<file path="config.mk">
export PLATFORM = sky130hd
export DESIGN_NAME = alu_sequencer
export DESIGN_NICKNAME = d
export VERILOG_FILES = /design/src/rtl/alu_sequencer.sv
export SDC_FILE = /design/constraint.sdc
export NUM_CORES = 1
export LEC_CHECK = 0
export CORE_ASPECT_RATIO = 0.9
export CORE_MARGIN = 3
export CORE_UTILIZATION = 40
export CTS_CLUSTER_SIZE = 30
export DETAILED_ROUTE_END_ITERATION = 8
export PLACE_DENSITY_LB_ADDON = 0.15
export SKIP_LAST_GASP = 1
export SLEW_MARGIN = 30
export SYNTH_ARGS = -nofsm -noshare
export SYNTH_HDL_FRONTEND = slang
export SYNTH_SLANG_ARGS = --single-unit
</file>
<file path="constraint.sdc">
create_clock -name clk -period 11.8 [get_ports clk]
set_clock_uncertainty 0.1 [all_clocks]
set_input_delay 1.18 -clock clk [delete_from_list [all_inputs] [get_ports clk]]
set_output_delay 1.18 -clock clk [all_outputs]
set_load 0.01 [all_outputs]
</file>
<file path="src/rtl/alu_sequencer.sv">
// Multi-cycle ALU issue sequencer with internal register file.
// Optional: ALU_SEQ_R0_ZERO_EN makes R0 a hardwired zero.
`ifndef WORDSIZE
`define WORDSIZE 32
`endif
`ifndef ALUOPSIZE
`define ALUOPSIZE 3
`endif
`ifndef ALU_OP_ADD
`define ALU_OP_ADD 3'd0
`endif

module alu_sequencer #(
    parameter  int REG_AW  = 3,
    localparam int INSTR_W = `ALUOPSIZE + 3 * REG_AW
) (
    input  logic                  clk,
    input  logic                  rst,
    input  logic                  instr_valid,
    output logic                  instr_ready,
    input  logic [INSTR_W-1:0]    instr,
    input  logic                  reg_we,
    input  logic [REG_AW-1:0]     reg_waddr,
    input  logic [`WORDSIZE-1:0]  reg_wdata,
    output logic [`WORDSIZE-1:0]  alu_a,
    output logic [`WORDSIZE-1:0]  alu_b,
    output logic [`ALUOPSIZE-1:0] alu_op,
    input  logic [`WORDSIZE-1:0]  alu_result,
    input  logic                  zero_flag,
    output logic                  done,
    output logic [`WORDSIZE-1:0]  wb_data,
    output logic                  zero_out,
    input  logic [REG_AW-1:0]     dbg_addr,
    output logic [`WORDSIZE-1:0]  dbg_data
);

    localparam int NREGS = 2 ** REG_AW;

    typedef enum logic [1:0] {
        IDLE,
        READ,
        EXEC,
        WB
    } state_t;

    state_t                 state;
    logic [`WORDSIZE-1:0]   rf [NREGS];
    logic [`ALUOPSIZE-1:0]  op_q;
    logic [REG_AW-1:0]      rd_q;
    logic [REG_AW-1:0]      rs_q;
    logic [REG_AW-1:0]      rt_q;
    logic [`WORDSIZE-1:0]   res;
    logic                   zf;

    function automatic logic [`WORDSIZE-1:0] rd_reg(input logic [REG_AW-1:0] a);
`ifdef ALU_SEQ_R0_ZERO_EN
        return (a == '0) ? '0 : rf[a];
`else
        return rf[a];
`endif
    endfunction

    function automatic logic wr_ok(input logic [REG_AW-1:0] a);
`ifdef ALU_SEQ_R0_ZERO_EN
        return a != '0;
`else
        return (a == a);
`endif
    endfunction

    assign instr_ready = (state == IDLE);
    assign dbg_data    = rd_reg(dbg_addr);

    always_ff @(posedge clk or posedge rst) begin
        if (rst) begin
            state    <= IDLE;
            for (int i = 0; i < NREGS; i++) rf[i] <= '0;
            alu_a    <= '0;
            alu_b    <= '0;
            alu_op   <= `ALU_OP_ADD;
            done     <= 1'b0;
            wb_data  <= '0;
            zero_out <= 1'b0;
            op_q     <= '0;
            rd_q     <= '0;
            rs_q     <= '0;
            rt_q     <= '0;
            res      <= '0;
            zf       <= 1'b0;
        end else begin
            done <= 1'b0;
            unique case (state)
                IDLE: begin
                    // External loads commit here so a same-cycle accept reads them in READ
                    if (reg_we && wr_ok(reg_waddr)) rf[reg_waddr] <= reg_wdata;
                    if (instr_valid) begin
                        {op_q, rd_q, rs_q, rt_q} <= instr;
                        state <= READ;
                    end
                end
                READ: begin
                    alu_a  <= rd_reg(rs_q);
                    alu_b  <= rd_reg(rt_q);
                    alu_op <= op_q;
                    state  <= EXEC;
                end
                EXEC: begin
                    res   <= alu_result;
                    zf    <= zero_flag;
                    state <= WB;
                end
                WB: begin
                    if (wr_ok(rd_q)) rf[rd_q] <= res;
                    wb_data  <= res;
                    zero_out <= zf;
                    done     <= 1'b1;
                    state    <= IDLE;
                end
                default: state <= IDLE;
            endcase
        end
    end

endmodule

</file>
==> Word-level counts from Yosys, hierarchy flattened <==
Cells that the tools add are included.
{ "word_totals": {"inputBits": 87, "register_bits": 404} }
{ "op_classes": {"n_mux": 20, "magnitude_cmp": 7, "reduce_logical": 6, "bitwise_logic": 5, "n_eq_ne": 5} }
{ "ops": {"columns": ["op", "n"], "rows": [
  ["$bwmux 256", 2],
  ["$pmux 256 s2", 1],
  ["$bmux 32 s3", 3],
  ["$mux 256", 1],
  ["$mux 32", 8],
  ["$demux 32 s3", 2],
  ["$ge 4x4->1 const B", 5],
  ["$not 3->4", 5],
  ["$lt 4x1->1 const B", 2],
  ["$pmux 2 s4", 1],
  ["$eq 2x2->1 const B", 2],
  ["$reduce_and 2->1", 2],
  ["$eq 2x1->1 const B", 1],
  ["$logic_and 1x1->1", 2],
  ["$logic_not 2->1", 1],
  ["$mux 2", 1],
  ["$ne 2x1->1 const B", 1],
  ["$ne 2x2->1 const B", 1],
  ["$reduce_bool 2->1", 1],
  ["$mux 1", 1]
]} }

==> Longest topological paths before layout <==
Gate-level depths: netlist (run 1).
{ "depth": {"ltp_word": 8, "mapped_depth": 8} }

==> Worst setup path after synthesis (run 1) <==
OpenSTA, ideal clock, no wires.
{ "synth_timing": {"path_kind": "input to output", "from": "input port dbg_addr[0]", "to": "output port dbg_data[0]", "cell_stages": 4, "arrival_ns": 2.683, "required_ns": 10.520, "setup_slack_ns": 7.837, "path_cell_list": "clkbuf_1 buf_2 mux4_2 mux2_2"} }
{ "synth_between": {"elab_chain_cells": 4} }
{ "synth_lines": {"columns": ["element", "line_no", "source"], "rows": [
  ["start: declaration", "33", "input logic [REG_AW-1:0] dbg_addr,"],
  ["$not 3->4 (implied by the code)", "59", "return rf[a];"],
  ["$bmux 32 s3", "59", null],
  ["$mux 32 (implied by the code) (2 in series)", "59", null],
  ["end: declaration", "34", "output logic [`WORDSIZE-1:0] dbg_data"]
]} }
Every way passes these cells. The select of a mux whose other input is x is not followed.

==> Worst setup path in the final report (run 1) <==
{ "layout_timing": {"from": "input port dbg_addr[0]", "to": "output port dbg_data[24]"} }
Same word-level chain as after synthesis.

==> summary.log, run 1 <==
INFO  run_status     status=complete, no violations
INFO  clock_network  number_of_gates_given_a_new_drive_strength_after_cts=0
INFO  pwr            cellLeakagePower=11.11nW
INFO  sta            slew-limit-headroom=35.93%
INFO  global_routing vias_in_the_first_global_route=18320
INFO  final_layout   layout-drive-gt1-share=26.62%
INFO  clock_network  clock-root-buffer=sky130_fd_sc_hd__clkbuf_16
INFO  yosys          synth_commonest_cells=sky130_fd_sc_hd__dfrtp_1 (404), sky130_fd_sc_hd__nand2_1 (285), sky130_fd_sc_hd__o21ai_0 (283)
INFO  sta            setup_viol=0
INFO  yosys          synthCells=2009
INFO  worst_setup_path critical_path.max_fanout=42
INFO  global_routing grt_pass1_wl=120200microns
INFO  yosys          syn_area_per_cell=11.59squm
INFO  yosys          async_reset_ff_share=100.0%
INFO  route          post_drt_via_cell_ratio=6.215
INFO  worst_setup_path worst_reg2reg_path_depth=8
INFO  sta            setup_repair_after_global_routing_missed_its_margin=no
INFO  worst_setup_path crit_type=in -> out
INFO  yosys          synth_xor_area_share=0%
INFO  yosys          synth.mux.area_fraction=33.02%
INFO  floorplan      die_width=260.3microns
INFO  global_routing grt_start_max_net_pins=171
INFO  floorplan      chipHeight=234.9microns
INFO  sta            setup_total_negative_slack=0ns
INFO  final_layout   area_delta_synth_final=18.49%
INFO  sta            final.period_utilization=42.07%
INFO  global_routing all_layer_gr_usage=25.94%
INFO  yosys          synth_area_leader_cell=sky130_fd_sc_hd__dfrtp_1
INFO  clock_network  tritoncts=yes
INFO  route          detailedRoute.firstIterationViolations=1916
INFO  floorplan      core.rowCount=83
INFO  yosys          synth_simple_gate_area_share=6.872%
INFO  clock_network  cts.htree.levels=2
INFO  yosys          yosysUniqueCellTypes=42
INFO  final_layout   nNetsFinal=2191
INFO  route          wl_per_cell=27.45microns
INFO  worst_setup_path setup.worst_path.end=dbg_data[24]
INFO  yosys          main_combinational_cell_family_by_area_after_synthesis=multiplexers
INFO  clock_network  clock_input_transition_at_the_sequential_cells_of_the_worst_setup_and_hold_paths=0.06ns
INFO  worst_setup_path timing.critical_path.arrival=3.68ns
INFO  worst_setup_path timing.critical_path.to_type=output pin
INFO  global_routing gr-usage-met1=36.42%
INFO  worst_hold_path min-delay-start=op_q[1]
INFO  worst_setup_path source_of_the_worst_register_to_register_timing_path=state[0]
INFO  global_routing grt-ovfl-total=0
INFO  floorplan      design.portCount=221
INFO  worst_setup_path r2r_slack=7.06ns
INFO  floorplan      effective_utilization_at_floorplan=40.62%
INFO  yosys          synth_most_common_cell=sky130_fd_sc_hd__dfrtp_1
INFO  route          detail-route-antenna-nets=0
INFO  yosys          synth_top_flop_cell=sky130_fd_sc_hd__dfrtp_1
INFO  sta            whs=0.4007ns
INFO  clock_network  cts_inserted_buffers=46
INFO  global_routing gr-usage-met2=40.48%
INFO  floorplan      core_area=57330squm
INFO  worst_setup_path rr_endpoint=rf[206]
INFO  placed_design  finalWeightedCongestion=0.8363
INFO  worst_setup_path crit_path_start_kind=input port
INFO  sta            worst-slew-pin-transition=0.9610ns
INFO  yosys          synth.ff_latch_count=404
INFO  clock_network  ctsLongestPathBuffers=3
INFO  global_routing met3_usage=5.399%
INFO  yosys          mappedNetlistArea=23290squm
INFO  yosys          postSynthNetCount=2101
INFO  worst_setup_path worstPathRequired=10.52ns
INFO  job            maxCapViolCount=0
INFO  yosys          synth-adder-area-share=0.2687%
INFO  route          totalWireLength=79540microns
INFO  global_routing antenna_violations_before_repair=7
INFO  pwr            vdd_drop_max=0.0001423V
INFO  clock_network  tritoncts_sinks=404
INFO  placed_design  placed_area=25990squm
INFO  yosys          synth-edff-count=0
INFO  clock_network  clkLatencyLatePin=0.59ns
INFO  global_routing global_route.peak_usage_layer=met2
INFO  worst_hold_path hold_removal_path_class=reg -> reg
INFO  sta            final_count_of_hold_timing_violations=0
INFO  final_layout   finish.instance_area=27590squm
INFO  sta            final_max_slew_violation_count=0
INFO  placed_design  hpwl_after_detailed_placement=48450microns
INFO  clock_network  post_cts_repair_setup_buffers=0
INFO  yosys          yosysWarnings=0
INFO  clock_network  cts_hold_buf=0
INFO  sta            finalCriticalPeriod=4.965ns
INFO  route          route.detailed.drc=0
INFO  floorplan      die_area=61150squm
INFO  yosys          synth_top_area_share=43.42%
INFO  worst_setup_path startpoint=dbg_addr[0]
INFO  placed_design  placement.io_buffers=220
INFO  route          via_count=18010
INFO  yosys          synth_compound_area_share=11.65%
INFO  sta            clock.fmax=0.2014GHz
INFO  route          drt_pre_antenna_iters=5
INFO  pwr            power.density=266.0nW/um^2
INFO  yosys          ys_top_cells_by_area=sky130_fd_sc_hd__dfrtp_1 (43%), sky130_fd_sc_hd__mux4_2 (19%), sky130_fd_sc_hd__mux2_2 (11%)
INFO  yosys          ys_seq_area_share=43.42%
INFO  pwr            p_total=7.340mW
## worst max-delay path, cell delays in order
cell and delay, ns:
sky130_fd_sc_hd__buf_4 0.40, sky130_fd_sc_hd__buf_6 0.62, sky130_fd_sc_hd__mux4_2 0.60, sky130_fd_sc_hd__mux2_2 0.33, sky130_fd_sc_hd__clkdlybuf4s50_1 0.49
## metrics by stage
| step | utilization, % | setup WS (ns) | std cells |
|---|---|---|---|
| floorplan | - | 5.078 | 2009 |
| global placement | 45.27 | 6.631 | 2810 |
| detailed placement | 45.35 | 6.564 | 2812 |
| CTS | 47.97 | 6.557 | 2891 |
| global route | 48.13 | 6.680 | 2897 |
| finish | 48.13 | 6.835 | 2898 |
## worst min path at each step
stage / cells after the start / slack (ns) / endpoint
after detailed placement: 1 / 0.39 / op_q[1]
final: 1 / 0.40 / op_q[1]
after CTS: 1 / 0.40 / op_q[1]
after global routing: 1 / 0.42 / alu_op[0]
after floorplan: 1 / 0.37 / op_q[0]
after global placement: 1 / 0.38 / alu_op[2]
## sequential cells by signal, indices dropped and copies added, names as in the netlist
signal / cells
rf: 256
alu_a: 32
alu_b: 32
res: 32
wb_data: 32
alu_op: 3
op_q: 3
rd_q: 3
rs_q: 3
rt_q: 3
state: 2
done: 1
zero_out: 1
zf: 1
## power by group
group | internal, mW | total, mW | switching [mW]
combinational | 1.59 | 3.16 | 1.56
clock | 0.868 | 1.46 | 0.596
sequential | 1.97 | 2.72 | 0.745
## cells by family after synthesis
group           after synthesis
simple gates                384
fa+ha+maj                     5
buf+inv                     258
flops                       404
compound gates              460
mux                         498
## layout make-up
type                       instances  area (sq um)
antenna                            3         7.507
clock buffer                      70          1385
clock inverter                     9         120.1
fill                            5181         29730
inverter                          38         146.4
multi-input combinational       1347         12250
sequential                       404         10130
tap                              765         957.2
timing repair buffer             262          2594
## cell usage in the layout (no fill, tap or decap), types with 4 or more instances in the layout
master	synthesis	layout
sky130_fd_sc_hd__a22o_1	4	4
sky130_fd_sc_hd__clkbuf_1	117	13
sky130_fd_sc_hd__nand2_1	285	284
sky130_fd_sc_hd__a32oi_1	97	94
sky130_fd_sc_hd__mux4_2	192	192
sky130_fd_sc_hd__clkbuf_8	0	8
sky130_fd_sc_hd__clkbuf_16	0	49
sky130_fd_sc_hd__mux2_1	13	13
sky130_fd_sc_hd__mux2i_1	64	64
sky130_fd_sc_hd__nor2b_1	9	6
sky130_fd_sc_hd__clkinv_2	0	6
sky130_fd_sc_hd__mux2_2	229	229
sky130_fd_sc_hd__inv_1	37	36
sky130_fd_sc_hd__buf_6	3	7
sky130_fd_sc_hd__o21ai_0	283	283
sky130_fd_sc_hd__dfrtp_1	404	398
sky130_fd_sc_hd__dfrtp_4	0	6
sky130_fd_sc_hd__buf_4	6	32
sky130_fd_sc_hd__clkdlybuf4s50_1	0	217
sky130_fd_sc_hd__a21oi_1	70	69
sky130_fd_sc_hd__nor2_1	68	68
## routing by layer
layer	vias up	share of wire, %
li1	7649	-
met1	9335	42
met2	876	46
met3	143	8.6
met4	8	3.0
met5	-	0.067
(Power assumes the default switching activity.)
==> run 2: changes to the inputs <==
clock period = 4.3 ns   (was 11.8 ns; I/O delays follow)
==> summary.log, run 2 (same netlist as run 1, synthesis figures left out) <==
INFO  worst_setup_path timing.critical_path.arrival=2.74ns
INFO  sta            slew-limit-headroom=34.05%
INFO  final_layout   fill_cells=5115
INFO  clock_network  tritoncts_sinks=404
INFO  pwr            switching_share=39.35%
INFO  final_layout   mostFrequentLayoutCells=sky130_fd_sc_hd__dfrtp_1 (398), sky130_fd_sc_hd__nand2_1 (284), sky130_fd_sc_hd__o21ai_0 (283)
INFO  route          detailedRoute.firstIterationViolations=1708
INFO  route          post_drt_via_cell_ratio=6.144
INFO  route          wl_per_cell=27.26microns
INFO  floorplan      core_area=57330squm
INFO  sta            setup_viol=0
INFO  sta            final.period_utilization=76.12%
INFO  clock_network  clkLatencyLatePin=0.58ns
INFO  sta            worst-slew-pin-transition=0.9892ns
INFO  worst_setup_path critical_path.max_fanout=28
INFO  worst_setup_path path_common_cell=sky130_fd_sc_hd__buf_4
INFO  floorplan      die_width=260.3microns
INFO  floorplan      core.rowCount=83
INFO  route          via_count=17960
INFO  placed_design  hpwl_after_detailed_placement=49900microns
INFO  clock_network  cts.htree.levels=2
INFO  job            maxCapViolCount=0
INFO  sta            clock.fmax=0.3055GHz
INFO  clock_network  post_cts_repair_setup_buffers=0
INFO  worst_setup_path critical_path.slowest_cell=sky130_fd_sc_hd__mux4_2
INFO  worst_setup_path crit_path_start_kind=input port
INFO  global_routing vias_in_the_first_global_route=18380
INFO  global_routing grt-ovfl-total=0
INFO  pwr            sequentialPowerShare=37.3%
INFO  pwr            cellLeakagePower=11.27nW
INFO  final_layout   largest_reg_flops=256
INFO  pwr            pwr-share-clk=20.3%
INFO  clock_network  tritoncts=yes
INFO  final_layout   area_delta_synth_final=19.71%
INFO  worst_setup_path worstPathRequired=3.77ns
INFO  final_layout   most_common_cell_after_layout_fill_and_taps_aside=sky130_fd_sc_hd__dfrtp_1
INFO  route          totalWireLength=79680microns
INFO  route          drt_pre_antenna_iters=5
INFO  global_routing gr-usage-met2=40.61%
INFO  worst_setup_path critical-path-max-stage-delay=0.55ns
INFO  placed_design  finalWeightedCongestion=0.8235
INFO  route          route.detailed.drc=0
INFO  run_status     status=complete, no violations
INFO  sta            final_count_of_hold_timing_violations=0
INFO  pwr            vdd_drop_max=0.0004441V
INFO  clock_network  clock_input_transition_at_the_sequential_cells_of_the_worst_setup_and_hold_paths=0.06ns
INFO  floorplan      chipHeight=234.9microns
INFO  clock_network  cts_hold_buf=0
INFO  worst_setup_path timing.critical_path.to_type=output pin
INFO  global_routing antenna_violations_before_repair=5
INFO  floorplan      effective_utilization_at_floorplan=40.62%
INFO  pwr            internal_power=12.36mW
INFO  global_routing all_layer_gr_usage=25.98%
INFO  clock_network  cts_inserted_buffers=46
INFO  sta            final_max_slew_violation_count=0
INFO  worst_setup_path crit_type=in -> out
INFO  global_routing gr-usage-met1=36.08%
INFO  clock_network  clock-root-buffer=sky130_fd_sc_hd__clkbuf_16
INFO  worst_hold_path hold_removal_path_class=in -> async
INFO  sta            setup_repair_after_global_routing_missed_its_margin=no
INFO  floorplan      design.portCount=221
INFO  final_layout   layout-drive-gt1-share=27.61%
INFO  pwr            power.net_switching=8.016mW
INFO  global_routing grt_start_max_net_pins=115
INFO  final_layout   largest-register=rf
INFO  global_routing grt_pass1_wl=119800microns
INFO  clock_network  ctsLongestPathBuffers=3
INFO  global_routing met3_usage=5.496%
INFO  pwr            combPwrFrac=42.5%
INFO  route          detail-route-antenna-nets=0
INFO  sta            finalCriticalPeriod=3.273ns
INFO  clock_network  number_of_gates_given_a_new_drive_strength_after_cts=0
INFO  pwr            power.density=730.8nW/um^2
INFO  worst_setup_path critical_path.cell_chain=buf_4 -> buf_4 -> mux4_2 -> mux2_2 -> clkdlybuf4s50_1
INFO  final_layout   nNetsFinal=2213
INFO  placed_design  placement.io_buffers=220
INFO  floorplan      die_area=61150squm
INFO  pwr            p_total=20.37mW
INFO  sta            whs=0.2374ns
INFO  global_routing global_route.peak_usage_layer=met2
[run 2: cell types whose count changed in the layout (fill, tap and decap cells not counted), moves of 3 or more]
cell / delta
sky130_fd_sc_hd__buf_12: +9
sky130_fd_sc_hd__clkinv_2: +3
sky130_fd_sc_hd__clkbuf_1: -3
sky130_fd_sc_hd__buf_4: +22
sky130_fd_sc_hd__bufinv_16: +3
sky130_fd_sc_hd__buf_6: -7
[run 2: per-stage QoR]
stage | cells | area (sq um) | worst slack [ns] | TNS [ns] | util [%]
CTS | 2916 | 27810 | 0.9888 | 0 | 48.51
floorplan | 2009 | 23290 | -1.672 | -675.37 | -
global placement | 2833 | 26230 | 1.031 | 0 | 45.75
finish | 2923 | 27880 | 1.027 | 0 | 48.63
global route | 2922 | 27870 | 0.8983 | 0 | 48.62
detailed placement | 2834 | 26250 | 0.9898 | 0 | 45.79
[run 2: path summary, 6_finish.rpt]
path                       slack (ns)      startpoint           end  cells after the start
max reg2reg                      1.15        state[0]       rf[188]                      6
min                              0.24             rst     alu_op[0]                      2
min in group clk                 0.37  alu_result[25]       res[25]                      2
max in group asynchronous        2.79             rst     alu_a[14]                      3
min reg2reg                      0.40         op_q[1]       op_q[1]                      1
max                              1.03     dbg_addr[0]  dbg_data[30]                      5
[run 2: area by class of cell]
class                           count  area (sq um)  share of cell area (%)
Multi-Input combinational cell   1347         12240                   43.92
Sequential cell                   404         10130                   36.35
Timing Repair Buffer              284          2830                   10.15
Clock buffer                       64          1310                   4.699
Tap cell                          765         957.2                   3.434
Clock inverter                     18         250.2                  0.8977
Inverter                           38         146.4                  0.5251
Antenna cell                        3         7.507                 0.02693
[run 2: power by group through the flow]
| stage | Sequential [mW] | Clock, mW | Combinational (mW) |
|---|---|---|---|
| after floorplan | 6.63 | 0 | 5.78 |
| after global placement | 7.62 | 0 | 8.32 |
| after detailed placement | 7.69 | 0 | 8.52 |
| after CTS | 7.63 | 4.22 | 8.56 |
| after global routing | 7.83 | 4.37 | 9.28 |
| final | 7.59 | 4.13 | 8.65 |
[run 2: metal layers]
layer / wire length (microns) / part of all wire (%) / vias to the layer above
met2: 37250 / 47 / 804
met4: 2350 / 2.9 / 6
met5: 38 / 0.048 / -
met1: 33600 / 42 / 9309
met3: 6445 / 8.1 / 162
li1: - / - / 7677
[run 2: critical path: cells and delay by family]
kind	cells	cell delay, ns
buffers and inverters	3	1.43
muxes	2	0.85
